==> src/rtl/mux_scan_ctrl_pkg.sv <==
// Shared types and constants for the 8:1 mux scan controller.
// Imported by the interface, the settle timer and the top.
package mux_scan_ctrl_pkg;

  localparam int NUM_CH = 8;
  localparam int SEL_W  = 3;
  localparam int CNT_W  = 4;

  typedef enum logic [1:0] {
    IDLE,
    SETTLE,
    SAMPLE,
    HOLD
  } state_t;

  // The timer reads zero on the last settle cycle, so it is loaded with n-1.
  function automatic logic [CNT_W-1:0] settle_load(
    input int unsigned n
  );
    if (n == 0) begin
      return '0;
    end
    return CNT_W'(n - 1);
  endfunction

endpackage

==> src/rtl/mux_scan_ctrl_if.sv <==
// Scan controller bus: start/ready handshake, mux select and sample,
// and the assembled result word.
interface mux_scan_ctrl_if;
  import mux_scan_ctrl_pkg::*;

  logic              start;
  logic [SEL_W-1:0]  sel;
  logic              mux_out;
  logic [NUM_CH-1:0] word;
  logic              valid;
  logic              ready;
  logic              busy;

  modport master (
    input  start,
    input  mux_out,
    input  ready,
    output sel,
    output word,
    output valid,
    output busy
  );

  modport slave (
    output start,
    output mux_out,
    output ready,
    input  sel,
    input  word,
    input  valid,
    input  busy
  );

endinterface

==> src/rtl/mux_scan_ctrl_settle_timer.sv <==
// Loadable 4-bit down-counter with a zero flag.
// Load has priority over decrement; it never wraps below zero.
module settle_timer
  import mux_scan_ctrl_pkg::*;
(
  input  logic             clk,
  input  logic             rst_n,
  input  logic             i_load,
  input  logic [CNT_W-1:0] i_val,
  input  logic             i_dec,
  output logic             o_zero
);

  logic [CNT_W-1:0] r_cnt;

  always_ff @(posedge clk or negedge rst_n) begin
    if (!rst_n) begin
      r_cnt <= '0;
    end else if (i_load) begin
      r_cnt <= i_val;
    end else if (i_dec && (r_cnt != '0)) begin
      r_cnt <= r_cnt - CNT_W'(1);
    end
  end

  assign o_zero = (r_cnt == '0);

endmodule

==> src/rtl/mux_scan_ctrl.sv <==
// Scans an external 8:1 mux channel by channel, settling after each
// select change, and presents the assembled word with valid/ready.
module mux_scan_ctrl
  import mux_scan_ctrl_pkg::*;
#(
  parameter int unsigned SETTLE_CYCLES = 1
) (
  input  logic           clk,
  input  logic           rst_n,
  mux_scan_ctrl_if.master bus
);

  localparam logic [CNT_W-1:0] LOAD_VAL =
    settle_load(SETTLE_CYCLES);
  localparam bit NO_SETTLE = (SETTLE_CYCLES == 0);
  localparam logic [SEL_W-1:0] LAST_CH =
    SEL_W'(NUM_CH - 1);

  state_t            r_state;
  logic [SEL_W-1:0]  r_sel;
  logic [NUM_CH-1:0] r_word;
  logic              r_valid;
  logic              r_busy;

  logic w_zero;
  logic w_load;
  logic w_dec;
  logic w_start;
  logic w_last;
  logic w_hs;

  assign w_last  = (r_sel == LAST_CH);
  assign w_hs    = (r_state == HOLD) && bus.ready;
  assign w_start = bus.start &&
                   ((r_state == IDLE) || w_hs);

  // Reload the timer on every entry into SETTLE.
  always_comb begin
    w_load = 1'b0;
    w_dec  = 1'b0;
    unique case (1'b1)
      w_start: begin
        w_load = 1'b1;
      end
      (r_state == SAMPLE) && !w_last: begin
        w_load = 1'b1;
      end
      (r_state == SETTLE): begin
        w_dec = !w_zero;
      end
      default: begin
        w_load = 1'b0;
      end
    endcase
  end

  settle_timer u_timer (
    .clk    (clk),
    .rst_n  (rst_n),
    .i_load (w_load),
    .i_val  (LOAD_VAL),
    .i_dec  (w_dec),
    .o_zero (w_zero)
  );

  always_ff @(posedge clk or negedge rst_n) begin
    if (!rst_n) begin
      r_state <= IDLE;
      r_sel   <= '0;
      r_word  <= '0;
      r_valid <= 1'b0;
      r_busy  <= 1'b0;
    end else begin
      unique case (r_state)
        IDLE: begin
          if (w_start) begin
            r_sel   <= '0;
            r_word  <= '0;
            r_busy  <= 1'b1;
            r_state <= NO_SETTLE ? SAMPLE : SETTLE;
          end
        end
        SETTLE: begin
          if (w_zero) begin
            r_state <= SAMPLE;
          end
        end
        SAMPLE: begin
          r_word[r_sel] <= bus.mux_out;
          if (w_last) begin
            r_valid <= 1'b1;
            r_state <= HOLD;
          end else begin
            r_sel   <= r_sel + SEL_W'(1);
            r_state <= NO_SETTLE ? SAMPLE : SETTLE;
          end
        end
        HOLD: begin
          if (w_hs) begin
            r_valid <= 1'b0;
            if (w_start) begin
              r_sel   <= '0;
              r_word  <= '0;
              r_state <= NO_SETTLE ? SAMPLE : SETTLE;
            end else begin
              r_busy  <= 1'b0;
              r_state <= IDLE;
            end
          end
        end
      endcase
    end
  end

  assign bus.sel   = r_sel;
  assign bus.word  = r_word;
  assign bus.valid = r_valid;
  assign bus.busy  = r_busy;

endmodule

==> src/flat_wrapper.sv <==
// flat-port wrapper written by rule: the top's interface ports become plain ports
module mux_scan_ctrl_flat import mux_scan_ctrl_pkg::*;
#(
  parameter int unsigned SETTLE_CYCLES = 1
)
  (clk, rst_n, bus_start, bus_mux_out, bus_ready, bus_sel, bus_word, bus_valid, bus_busy);
  mux_scan_ctrl_if bus_i ();
  input  logic clk;
  input  logic rst_n;
  input wire logic [$bits(bus_i.start)-1:0] bus_start;
  input wire logic [$bits(bus_i.mux_out)-1:0] bus_mux_out;
  input wire logic [$bits(bus_i.ready)-1:0] bus_ready;
  output wire logic [$bits(bus_i.sel)-1:0] bus_sel;
  output wire logic [$bits(bus_i.word)-1:0] bus_word;
  output wire logic [$bits(bus_i.valid)-1:0] bus_valid;
  output wire logic [$bits(bus_i.busy)-1:0] bus_busy;
  assign bus_i.start = bus_start;
  assign bus_i.mux_out = bus_mux_out;
  assign bus_i.ready = bus_ready;
  assign bus_sel = bus_i.sel;
  assign bus_word = bus_i.word;
  assign bus_valid = bus_i.valid;
  assign bus_busy = bus_i.busy;
  mux_scan_ctrl #(.SETTLE_CYCLES(SETTLE_CYCLES)) u_core (.clk(clk), .rst_n(rst_n), .bus(bus_i));
endmodule
==> config.mk <==
export PLATFORM = sky130hd
export DESIGN_NAME = mux_scan_ctrl_flat
export DESIGN_NICKNAME = d
export VERILOG_FILES = /design/src/rtl/mux_scan_ctrl_pkg.sv /design/src/rtl/mux_scan_ctrl_if.sv /design/src/rtl/mux_scan_ctrl_settle_timer.sv /design/src/rtl/mux_scan_ctrl.sv /design/src/flat_wrapper.sv
export SDC_FILE = /design/constraint.sdc
export NUM_CORES = 1
export LEC_CHECK = 0
export CORE_MARGIN = 2
export CORE_UTILIZATION = 30
export CTS_CLUSTER_DIAMETER = 60
export DETAILED_ROUTE_END_ITERATION = 12
export DONT_BUFFER_PORTS = 1
export PLACE_DENSITY = 0.41
export REMOVE_ABC_BUFFERS = 1
export SLEW_MARGIN = 20
export SYNTH_ARGS = -nofsm -noshare
export SYNTH_HDL_FRONTEND = slang
export SYNTH_SLANG_ARGS = --single-unit
==> constraint.sdc <==
create_clock -name clk -period 3.6 [get_ports clk]
set_input_delay 1.08 -clock clk [delete_from_list [all_inputs] [get_ports clk]]
set_output_delay 1.08 -clock clk [all_outputs]
set_load 0.01 [all_outputs]
=== Word level (Yosys, flattened, before mapping) ===
Index checks and enable logic that the tools add are counted.

* Reductions and logical operators: 21
* Order comparisons: 2
* Mux-type cells: 27
* Add/sub/neg operators: 2
* Equal/unequal tests: 10

{| class="wikitable"
|+ Operator list
! cell !! number
|-
| $pmux W8 S3 || 1
|-
| $mux W8 || 2
|-
| $mux W1 || 9
|-
| $mux W3 || 3
|-
| $pmux W3 S3 || 1
|-
| $reduce_and A3 Y1 || 3
|-
| $bwmux W8 || 1
|-
| $mux W2 || 4
|-
| $mux W4 || 2
|-
| $ne A2 B1 Y1 const B || 4
|-
| $pmux W2 S4 || 1
|-
| $reduce_bool A2 Y1 || 3
|-
| $logic_and A1 B1 Y1 || 5
|-
| $eq A2 B2 Y1 const B || 2
|-
| $logic_not A4 Y1 || 1
|-
| $lt A3 B4 Y1 const B || 1
|-
| $ne A2 B2 Y1 const B || 2
|-
| $pmux W1 S2 || 2
|-
| $reduce_and A4 Y1 || 1
|-
| $reduce_bool A4 Y1 || 1
|-
| $sub A4 B1 Y4 const B || 1
|-
| $add A3 B1 Y3 const B || 1
|-
| $demux W1 S3 || 1
|-
| $eq A3 B3 Y1 const B || 1
|-
| other kinds (8) || 9
|}

* Register bits after elaboration: 19
* Logic and storage cells: 68
* Output and inout port bits: 13
* Input bits: 5

=== Depth between registers and ports, before layout ===
* Word-level depth: 7
* Gate-level depth with buffers: 5
* Gate-level depth less buffers: 5

=== Modules after synthesis ===
Synthesis repeated with hierarchy kept, for this count alone.

* Cell total of the unflattened synthesis: 107
* Area total of the unflattened synthesis: 1,116.1 um^2

{| class="wikitable"
|+ By module, submodules not included
! module !! times used !! area each (um^2) !! seq. area each (um^2) !! cells each
|-
| mux_scan_ctrl || 1 || 845.8 || 375.4 || 80
|-
| settle_timer || 1 || 270.3 || 100.1 || 27
|}

=== Least setup slack after synthesis ===
Ideal clock, no wire load.

* Path kind: input to register
* Start point: in bus_start
* End point: reg u_core.r_sel[1], in the netlist u_core.bus.sel[1]
* Data required time: 3.505 ns
* Data arrival time: 1.800 ns
* Slack: 1.705 ns
* Setup time: 0.095 ns
* Buffers on the path: 1
* Cell stages on the path: 4
* Cell sequence: and3_1 clkbuf_1 and2_1 o31ai_1

* Longest elaborated chain between the ends: 4

{| class="wikitable"
|+ RTL lines
! element !! line !! RTL
|-
| start: declaration || flat_wrapper.sv:10 || <nowiki>input wire logic [$bits(bus_i.start)-1:0] bus_start;</nowiki>
|-
| $logic_and A1 B1 Y1 * || mux_scan_ctrl.sv:34 || <nowiki>assign w_start = bus.start &&</nowiki>
|-
| $mux W3 * || n/a ||
|-
| $mux W3 || n/a ||
|-
| $pmux W3 S3 * || n/a ||
|-
| end signal: assignment || mux_scan_ctrl.sv:94 || <nowiki>r_sel <= r_sel + SEL_W'(1);</nowiki>
|-
| end: declaration || mux_scan_ctrl.sv:20 || <nowiki>logic [SEL_W-1:0] r_sel;</nowiki>
|}

Mark *: on every way between the ends. The rest lies on a longest branch, timed or not. The select of a mux whose other input is x is not followed.
A chain may end at the register's enable or synchronous reset.

=== Final worst setup path ===
* Start point: reg u_core.r_sel[2], in the netlist u_core.bus.sel[2]
* End point: out bus_sel[2]

{| class="wikitable"
|+ RTL lines
! element !! line !! RTL
|-
| end: declaration || flat_wrapper.sv:13 || <nowiki>output wire logic [$bits(bus_i.sel)-1:0] bus_sel;</nowiki>
|}

No word-level cell between the ends.

==> results.md <==
Timing:
- The post-route fraction of the period consumed by the critical path is 0.577.
- The clock skew is 2.16 ps.
- The hold violation count in the final report is 0.
- Setup repair after global routing left no endpoint under its margin.
- The setup TNS after final layout is 0 ps.
- Timing would allow up to 481 MHz.
- The slew at the pin with the worst max-slew slack is 699 ps.
- The time the final worst path needs with I/O delays and setup is 2080 ps.
- Measured against its own limit, the worst slew margin works out to 0.533.
- The final number of max-transition violations is 0.
- The final setup violation count is 0.

GRT:
- The first global-routing pass estimated 4180 um of wire.
- The via count of the first global-routing pass is 824.
- Entering global routing, the biggest net connects 20 pins.
- The number of antenna violations at the first check in global routing is 0.
- The total global-route track usage is 0.132.
- The global-route congestion overflow total is 0.

Power:
- IR analysis of the VDD net gives a maximum drop of 0.000226 V.
- The completed layout was analyzed and its total power is 0.766 mW.
- The cell leakage power is 0.479 nW.
- Dividing total power by cell area gives a power density of 682 mW/mm2.

Floorplan:
- For this configuration, the core starts out at a cell density of 0.316.
- The core area is 0.00339 mm2.
- Pin placement for this block handled 18 I/O pins.
- The floorplan step defined a die boundary enclosing 0.00406 mm2.
- The die boundary width is 63.7 um.
- The die height is 63.7 um.
- The standard-cell row count is 21.

CTS:
- The clock passes through at most 2 buffers.
- The buffer count from post-CTS setup fixing is 0.
- The total of cells resized after clock tree synthesis is 0.
- The TritonCTS clock tree is yes.
- The later-pin clock latency in the skew report is 300 ps.
- After clock tree synthesis, the clock-pin slew on the worst setup and hold paths is 110 ps.
- The CTS root buffer is sky130_fd_sc_hd__clkbuf_4.
- In this run the number of H-tree levels came out at 1.
- The total clock sinks is 19.
- The hold buffer count at CTS is 0.
- The number of buffers added by the clock tree synthesis step is 3.

Logic synthesis:
- Of the post-synthesis cell area, the dominant cell type holds 0.444.
- The largest area contributor in the synthesized netlist is sky130_fd_sc_hd__dfrtp_1.
- The cell area after synthesis is 0.00107 mm2.
- The count of different cell masters after synthesis is 30.
- After synthesis the netlist holds a flip-flop and latch count of 19.
- The share of synthesized area occupied by flip-flops and latches is 0.444.
- The flip-flop cell with the highest count after synthesis is sky130_fd_sc_hd__dfrtp_1.
- In the post-synthesis netlist, the biggest area contributors are sky130_fd_sc_hd__dfrtp_1 (44%), sky130_fd_sc_hd__o22ai_1 (4.7%), sky130_fd_sc_hd__a32o_1 (3.7%).
- Yosys printed 0 warnings.
- Synthesis handed over a netlist of 112 instances.
- The average footprint of a synthesized cell is 9.55 um2.
- Counting flops with a built-in enable in the synthesized netlist gives 0.
- The async set or reset register ratio after synthesis is 1.00.

Placement:
- The final RePlAce weighted congestion is 0.694.
- The total of buffers placed on input and output ports is 0.
- Once detailed placement completed, the half-perimeter wirelength came to 1640 um.
- Summing all placed instances gives a cell area of 0.00110 mm2.

Layout:
- The utilization of the core after routing is 0.331.
- The net total in the final layout is 117.
- The number of fillers in the final layout is 360.
- With fillers left out, the area of the finished cells amounts to 0.00112 mm2.
- In the final layout, the share of cells above drive strength 1 is 0.0463.
- Compared with the post-synthesis result, the final layout area differs by 4.91%.
- 0 antenna diodes ended up in the layout.

Routing:
- The iteration-0 DRC count of the detailed router is 50.
- The number of nets still failing antenna checks after routing is 0.
- The routed metal-1 wirelength is 1180 um.
- In the detailed route, the total length drawn on met2 is 1070 um.
- Routed signal wires occupy layers up through met4.
- The routed wire length on met3 is 133 um.
- In the routed layout, each cell is associated on average with a via count of 5.40.
- Before antenna repair, the detailed router went through 4 iterations.
- The total DRC errors in the routed layout is 0.
- The final route contains 831 vias.
- In the final routed layout, each cell accounts on average for 15.7 um.
- Wires add up to 2420 um.

Setup path:
- The startpoint class of the critical path is a flip-flop.
- The category of the most critical setup path is flip-flop to output pin.
- The worst setup path is captured at an output pin.
- The data required time of the critical path is 2520 ps.
- The largest fanout of any net on the critical path is 15.
- STA puts the critical path data arrival time at 1000 ps.

Status:
- The run finished with clean final reports.

Flow run:
- The tool flagged a number of max-cap violations equal to 0.

Min path:
- The min-delay analysis places its worst path in the category input port to async pin.
==> power by group <==
group | leakage [nW] | internal [mW] | switching [mW]
clock network | 0.0150 | 0.0432 | 0.0690
logic | 0.211 | 0.123 | 0.145
registers | 0.253 | 0.262 | 0.123
total | 0.479 | 0.428 | 0.338
==> worst paths after layout <==
kind                            slack [ps]  depth (start not counted)                           start                                   to
worst max-delay path                  1520                          0   u_core.bus.sel[2]$_DFFE_PN0P_                           bus_sel[2]
worst min-delay path                   460                          0                           rst_n       u_core.bus.word[7]$_DFFE_PN0P_
worst max register to register        1810                          5   u_core.bus.sel[0]$_DFFE_PN0P_  u_core.u_timer.r_cnt[2]$_DFFE_PN0P_
worst min register to register         570                          1  u_core.bus.word[2]$_DFFE_PN0P_       u_core.bus.word[2]$_DFFE_PN0P_
max in group asynchronous             3070                          0                           rst_n         u_core.bus.valid$_DFFE_PN0P_
min in group clk                       570                          1  u_core.bus.word[2]$_DFFE_PN0P_       u_core.bus.word[2]$_DFFE_PN0P_
==> cell usage after synthesis, types with 2 or more instances <==
library cell                 n
sky130_fd_sc_hd__dfrtp_1    19
sky130_fd_sc_hd__o22ai_1     8
sky130_fd_sc_hd__nand2_1     7
sky130_fd_sc_hd__o21ai_0     7
sky130_fd_sc_hd__clkbuf_1    6
sky130_fd_sc_hd__inv_1       6
sky130_fd_sc_hd__nand2b_1    6
sky130_fd_sc_hd__a21oi_1     5
sky130_fd_sc_hd__a22oi_1     4
sky130_fd_sc_hd__a32o_1      4
sky130_fd_sc_hd__nor3b_1     4
sky130_fd_sc_hd__o2bb2ai_1   4
sky130_fd_sc_hd__and3_1      3
sky130_fd_sc_hd__and3b_1     3
sky130_fd_sc_hd__ha_1        3
sky130_fd_sc_hd__o31ai_1     3
sky130_fd_sc_hd__or3_1       3
sky130_fd_sc_hd__nand3b_1    2
sky130_fd_sc_hd__nor3_1      2
sky130_fd_sc_hd__or4_1       2
sky130_fd_sc_hd__or4b_1      2
==> sequential cells by signal, indices dropped and copies added (netlist names) <==
name and flops:
u_core.bus.valid 1, u_core.r_state 2, u_core.bus.busy 1, u_core.bus.sel 3, u_core.u_timer.r_cnt 4, u_core.bus.word 8
==> cell type report <==
type / instances / area (um2) / area share
inverter: 7 / 26.3 / 0.0234
tap: 46 / 57.6 / 0.0513
clock buffer: 4 / 26.3 / 0.0234
multi-input combinational: 78 / 537 / 0.478
sequential: 19 / 475 / 0.424
==> per-layer routing <==
layer | GRT usage | up-vias
met5 | 0 | -
met4 | 0.0489 | 0
met3 | 0.0375 | 4
met2 | 0.195 | 13
met1 | 0.182 | 400
li1 | - | 414
==> layout by cell type (no fill, tap or decap), types with 2 or more instances in the layout <==
master | synthesis | routed
sky130_fd_sc_hd__dfrtp_1 | 19 | 19
sky130_fd_sc_hd__o22ai_1 | 8 | 8
sky130_fd_sc_hd__o21ai_0 | 7 | 7
sky130_fd_sc_hd__nand2_1 | 7 | 7
sky130_fd_sc_hd__inv_1 | 6 | 6
sky130_fd_sc_hd__nand2b_1 | 6 | 6
sky130_fd_sc_hd__a21oi_1 | 5 | 5
sky130_fd_sc_hd__nor3b_1 | 4 | 4
sky130_fd_sc_hd__a22oi_1 | 4 | 4
sky130_fd_sc_hd__o2bb2ai_1 | 4 | 4
sky130_fd_sc_hd__a32o_1 | 4 | 4
sky130_fd_sc_hd__and3_1 | 3 | 3
sky130_fd_sc_hd__o31ai_1 | 3 | 3
sky130_fd_sc_hd__or3_1 | 3 | 3
sky130_fd_sc_hd__and3b_1 | 3 | 3
sky130_fd_sc_hd__ha_1 | 3 | 3
sky130_fd_sc_hd__clkbuf_4 | 0 | 3
sky130_fd_sc_hd__nand3b_1 | 2 | 2
sky130_fd_sc_hd__or4_1 | 2 | 2
sky130_fd_sc_hd__or4b_1 | 2 | 2
sky130_fd_sc_hd__nor3_1 | 2 | 2
==> through the flow <==
stage,hold WS [ps],std cells,setup WS [ps]
2_1_floorplan,522,104,1790
3_3_place_gp,550,150,1670
3_5_place_dp,550,150,1660
4_1_cts,440,154,1520
5_1_grt,430,154,1470
6_report,456,154,1520
==> cell families after synthesis <==
family                     count (synthesis)  share of synthesized area
AOI/OAI and AO/OA                         38                      0.247
and+or+nand+nor                           37                      0.220
DFF                                       19                      0.444
buffers and inverters                     15                     0.0538
adders and majority gates                  3                     0.0351
Note: power is estimated with default switching activity, not from simulation.
